`config.mk`:
```
export PLATFORM = sky130hd
export DESIGN_NAME = burst_read_bridge
export DESIGN_NICKNAME = d
export VERILOG_FILES = /design/src/rtl/burst_read_bridge.sv
export SDC_FILE = /design/constraint.sdc
export NUM_CORES = 1
export LEC_CHECK = 0
export CORE_MARGIN = 2
export CORE_UTILIZATION = 36
export CTS_BUF_LIST = sky130_fd_sc_hd__clkbuf_8
export DETAILED_ROUTE_END_ITERATION = 16
export PLACE_DENSITY = 0.92
export REMOVE_ABC_BUFFERS = 1
export SETUP_SLACK_MARGIN = 0.4
export SYNTH_ARGS = -nofsm -noshare
export SYNTH_HDL_FRONTEND = slang
export SYNTH_SLANG_ARGS = --single-unit
```
`constraint.sdc`:
```
create_clock -name clock -period 1.8 [get_ports clock]
set_clock_uncertainty 0.1 [all_clocks]
set_input_delay 0.36 -clock clock [delete_from_list [all_inputs] [get_ports clock]]
set_output_delay 0.36 -clock clock [all_outputs]
set_load 0.1 [all_outputs]
```
`src/rtl/burst_read_bridge.sv`:
```
// Purpose: turns one DMA burst request into one fixed-length Avalon-MM burst read and forwards the returned beats.
// Latency: the request passes straight through in IDLE; each DDR beat reaches dma_dout/dma_valid 1 cycle later.
// Backpressure: dma_wait_n mirrors ~ddr_wait_req in IDLE and is 0 while a burst is open; BURST_TIMEOUT_EN adds a data watchdog.
module burst_read_bridge #(
    parameter int          BURST_LEN   = 16,
    parameter logic [31:0] ADDR_OFFSET = 32'h0,
    parameter int          TIMEOUT     = 255
) (
    input  logic        clock,
    input  logic        reset,
    input  logic        dma_rd,
    input  logic [31:0] dma_addr,
    output logic        dma_wait_n,
    output logic        dma_valid,
    output logic [63:0] dma_dout,
    output logic        dma_burst_done,
    output logic        ddr_rd,
    output logic [31:0] ddr_addr,
    output logic [7:0]  ddr_burst_count,
    input  logic        ddr_wait_req,
    input  logic        ddr_valid,
    input  logic [63:0] ddr_dout,
    output logic        timeout_err
);

    if (BURST_LEN < 2 || BURST_LEN > 255) begin : g_bad_burst_len
        $error("burst_read_bridge: BURST_LEN must be within 2..255");
    end
    if (TIMEOUT < 1 || TIMEOUT > 255) begin : g_bad_timeout
        $error("burst_read_bridge: TIMEOUT must be within 1..255");
    end

    typedef enum logic {
        IDLE = 1'b0,
        DATA = 1'b1
    } state_t;

    localparam logic [7:0] LAST_BEAT = 8'(BURST_LEN - 1);

    state_t     state;
    logic [7:0] beat_cnt;
    logic       accept;

    // Only one burst may be open, so the command side is gated by the state.
    assign ddr_rd          = (state == IDLE) & dma_rd;
    assign ddr_addr        = dma_addr + ADDR_OFFSET;
    assign ddr_burst_count = 8'(BURST_LEN);
    assign dma_wait_n      = (state == IDLE) & ~ddr_wait_req;
    assign accept          = ddr_rd & ~ddr_wait_req;

`ifdef BURST_TIMEOUT_EN
    localparam logic [7:0] WD_LAST = 8'(TIMEOUT - 1);
    logic [7:0] wd_cnt;
`endif

    always_ff @(posedge clock) begin
        if (reset) begin
            state          <= IDLE;
            beat_cnt       <= '0;
            dma_valid      <= 1'b0;
            dma_dout       <= '0;
            dma_burst_done <= 1'b0;
`ifdef BURST_TIMEOUT_EN
            wd_cnt         <= '0;
            timeout_err    <= 1'b0;
`endif
        end else begin
            dma_valid      <= 1'b0;
            dma_burst_done <= 1'b0;
            case (state)
                IDLE: begin
                    // Beats showing up here belong to an abandoned burst and are dropped.
                    if (accept) begin
                        state    <= DATA;
                        beat_cnt <= '0;
`ifdef BURST_TIMEOUT_EN
                        wd_cnt   <= '0;
`endif
                    end
                end
                DATA: begin
                    if (ddr_valid) begin
                        dma_valid <= 1'b1;
                        dma_dout  <= ddr_dout;
`ifdef BURST_TIMEOUT_EN
                        wd_cnt    <= '0;
`endif
                        if (beat_cnt == LAST_BEAT) begin
                            dma_burst_done <= 1'b1;
                            beat_cnt       <= '0;
                            state          <= IDLE;
                        end else begin
                            beat_cnt <= beat_cnt + 8'd1;
                        end
                    end
`ifdef BURST_TIMEOUT_EN
                    // The TIMEOUT-th silent cycle closes the burst without data.
                    else if (wd_cnt == WD_LAST) begin
                        dma_burst_done <= 1'b1;
                        timeout_err    <= 1'b1;
                        wd_cnt         <= '0;
                        state          <= IDLE;
                    end else begin
                        wd_cnt <= wd_cnt + 8'd1;
                    end
`endif
                end
                default: state <= IDLE;
            endcase
        end
    end

`ifndef BURST_TIMEOUT_EN
    assign timeout_err = 1'b0;
`endif

endmodule

```
==> impl_metrics.ini <==
[clock_network]
clock_latency_ns = 0.33
ctsHoldBuffers = 0
path_clk_slew_ns = 0.08
cts_buffers = 9
max-clock-path-buffers = 2
cts-root-buf = clkbuf_8
cts_tree = built
clock_sinks = 75
cts.htree.levels = 3

[job]
cap_violations = 0

[timing]
post-route-min-period_ns = 1.54
hold_ws_ns = 0.237
max_freq_mhz = 648
drv_slew = 0
rsz0062_at_grt = true
hold_violations = 0
setup_viol = 0
finalCritPeriodShare_pct = 85.7
finalSetupTns_ns = 0

[drt]
drt-met1-wl_um = 4060
drt_wl_total_um = 10600
viasPerCell = 4.96
drt-initial-drc-count = 117
route.met3.wl_um = 1110
wl_met2_um = 5230
firstDrtPassIters = 4
highest_layer = met5
antenna_left = 0
drc_errors = 0
wl_per_cell_um = 17.3
via_count = 3032

[grt]
grt_max_degree = 47
first_global_vias = 2924
grt_util_all_layers_pct = 21.9
grt_overflow = 0
antenna_found_initial = 0
grt_pass1_wl_um = 15200

[worst_setup_path]
crit_fanout = 4
start_kind = flip-flop
endpoint_kind = flip-flop
slowest_stage = dfxtp_4
critPathMaxStageDelay_ns = 0.36
crit_chain = ha_4 -> and3_4 -> a21o_2 -> or3_1 -> a21oi_1
critPathKind = flip-flop to flip-flop
worstPathRequired_ns = 1.94
cp.arrival_ns = 1.69

[power_and_ir_drop]
leakage_uw = 0.00204
ir_drop_mv = 0.424
p_per_area_nw_per_um2 = 767

[finish]
insertedDiodeCount = 0
drive_above_1_share_pct = 34.4
final_nets = 603
final_util_pct = 66.3
syn_to_final_growth_pct = 78.8
fillers = 642
final_common_cell = nand2_1
layout_common_cells = 131 x nand2_1, 71 x a21oi_1, 71 x buf_12

[floorplanning]
die_w_um = 96.0
coreArea_um2 = 8220
core.rowCount = 33
dieArea_um2 = 9220
die_h_um = 96.0
io_pins = 210
start_util_pct = 37.1

[placement]
place_congestion = 0.845
port_buffers = 136
hpwlAfterDp_um = 7530

[logic_synthesis]
synth_seq_cells = 75
syn_area_per_cell_um2 = 7.89
synth_area_um2 = 3050
seq_area_frac_synth_pct = 49.3
syn_inst = 386
yosysWarnings = 0
synthDistinctLibCells = 31

[min_path]
hp-class = input port to flip-flop

[run_status]
status = completed
==> critical path: cells and delay by family (launching register included) <==
family	cells	cell delay, ns
AND/OR/NAND/NOR	2	0.51
flip-flops	1	0.36
AO/OA/AOI/OAI	2	0.32
adder cells (fa/ha/maj)	1	0.16
==> final cells by class <==
cell class | count | area (um2) | share of cell area, %
clock inverter | 7 | 91.3 | 1.68
clock buffer | 9 | 124 | 2.27
timing repair buffer | 162 | 2310 | 42.4
sequential | 75 | 1570 | 28.9
inverter | 2 | 7.51 | 0.138
multi-input combinational | 251 | 1210 | 22.2
tap | 105 | 131 | 2.41
==> report_power, final <==
part           total [uW]  leakage, uW  switching, uW  internal [uW]
clock                1400     0.000115            616            779
sequential           1770     0.000633           56.0           1710
combinational        1020      0.00129            624            395
==> synth_stat cells <==
master | instances | area (um2)
a21o_2 | 1 | 8.76
a311oi_1 | 1 | 8.76
ha_1 | 1 | 12.5
nand3_1 | 7 | 35.0
buf_2 | 11 | 55.1
nor2_1 | 5 | 18.8
conb_1 | 2 | 7.51
a21oi_2 | 2 | 17.5
dfxtp_1 | 75 | 1500
nand2_1 | 133 | 499
nor2b_1 | 1 | 6.26
o21ai_0 | 2 | 10.0
nor4_1 | 1 | 6.26
a31oi_1 | 2 | 12.5
a311o_1 | 1 | 10.0
nor3_1 | 1 | 5.00
or4_1 | 1 | 7.51
nand4_1 | 1 | 6.26
and4_1 | 1 | 8.76
and2_1 | 1 | 6.26
a21oi_1 | 71 | 355
mux2i_1 | 1 | 10.0
inv_1 | 2 | 7.51
or3_1 | 1 | 6.26
o2111ai_1 | 1 | 8.76
a211oi_1 | 2 | 15.0
and2_0 | 1 | 6.26
nor4_4 | 1 | 21.3
buf_4 | 42 | 315
clkbuf_1 | 12 | 45.0
and3_1 | 2 | 12.5
==> state kept, by name, summed over array words and instances (netlist names) <==
name,flops
dma_valid,1
dma_burst_done,1
state,1
dma_dout,64
beat_cnt,8
==> metal layers <==
layer	vias to the layer above	global-route usage, %
met4	2	5.60
met5	-	4.17
met3	12	10.9
met2	159	36.2
met1	1419	24.9
li1	1440	-
==> cell families (layout without fill, tap and decap cells) <==
logic type	count (synthesis)	in the layout	share of synthesized area [%]
mux	1	1	0.329
buf+inv	67	180	13.9
flops	75	75	49.3
compound gates	83	83	14.7
simple gates	157	157	21.2
fa+ha+maj	1	1	0.411
other cells	2	9	0.246
==> timing repair <==
item | in CTS | in global routing
pin swaps | 6 | 6
endpoints found under the setup margin | 78 | 47
buffers inserted | 11 | 3
cloned | 0 | 2
gates resized for setup | 31 | 42
==> through the flow <==
stage,setup slack (ns),area [um2],total power (uW),cells
5_1_grt,0.209,5450,4340,611
3_5_place_dp,-0.138,4940,2790,579
4_1_cts,0.281,5310,4200,606
6_report,0.258,5450,4180,611
3_3_place_gp,-0.0579,4940,2770,579
2_1_floorplan,-1.08,2660,2320,328
==> final timing paths <==
check	startpoint	endpoint	slack, ns	depth (start not counted)
max	beat_cnt[1]	beat_cnt[4]	0.26	5
min	reset	beat_cnt[3]	0.24	2
max reg2reg	beat_cnt[1]	beat_cnt[4]	0.26	5
min reg2reg	dma_dout[5]	dma_dout[5]	0.38	2
(Power assumes the default switching activity.)
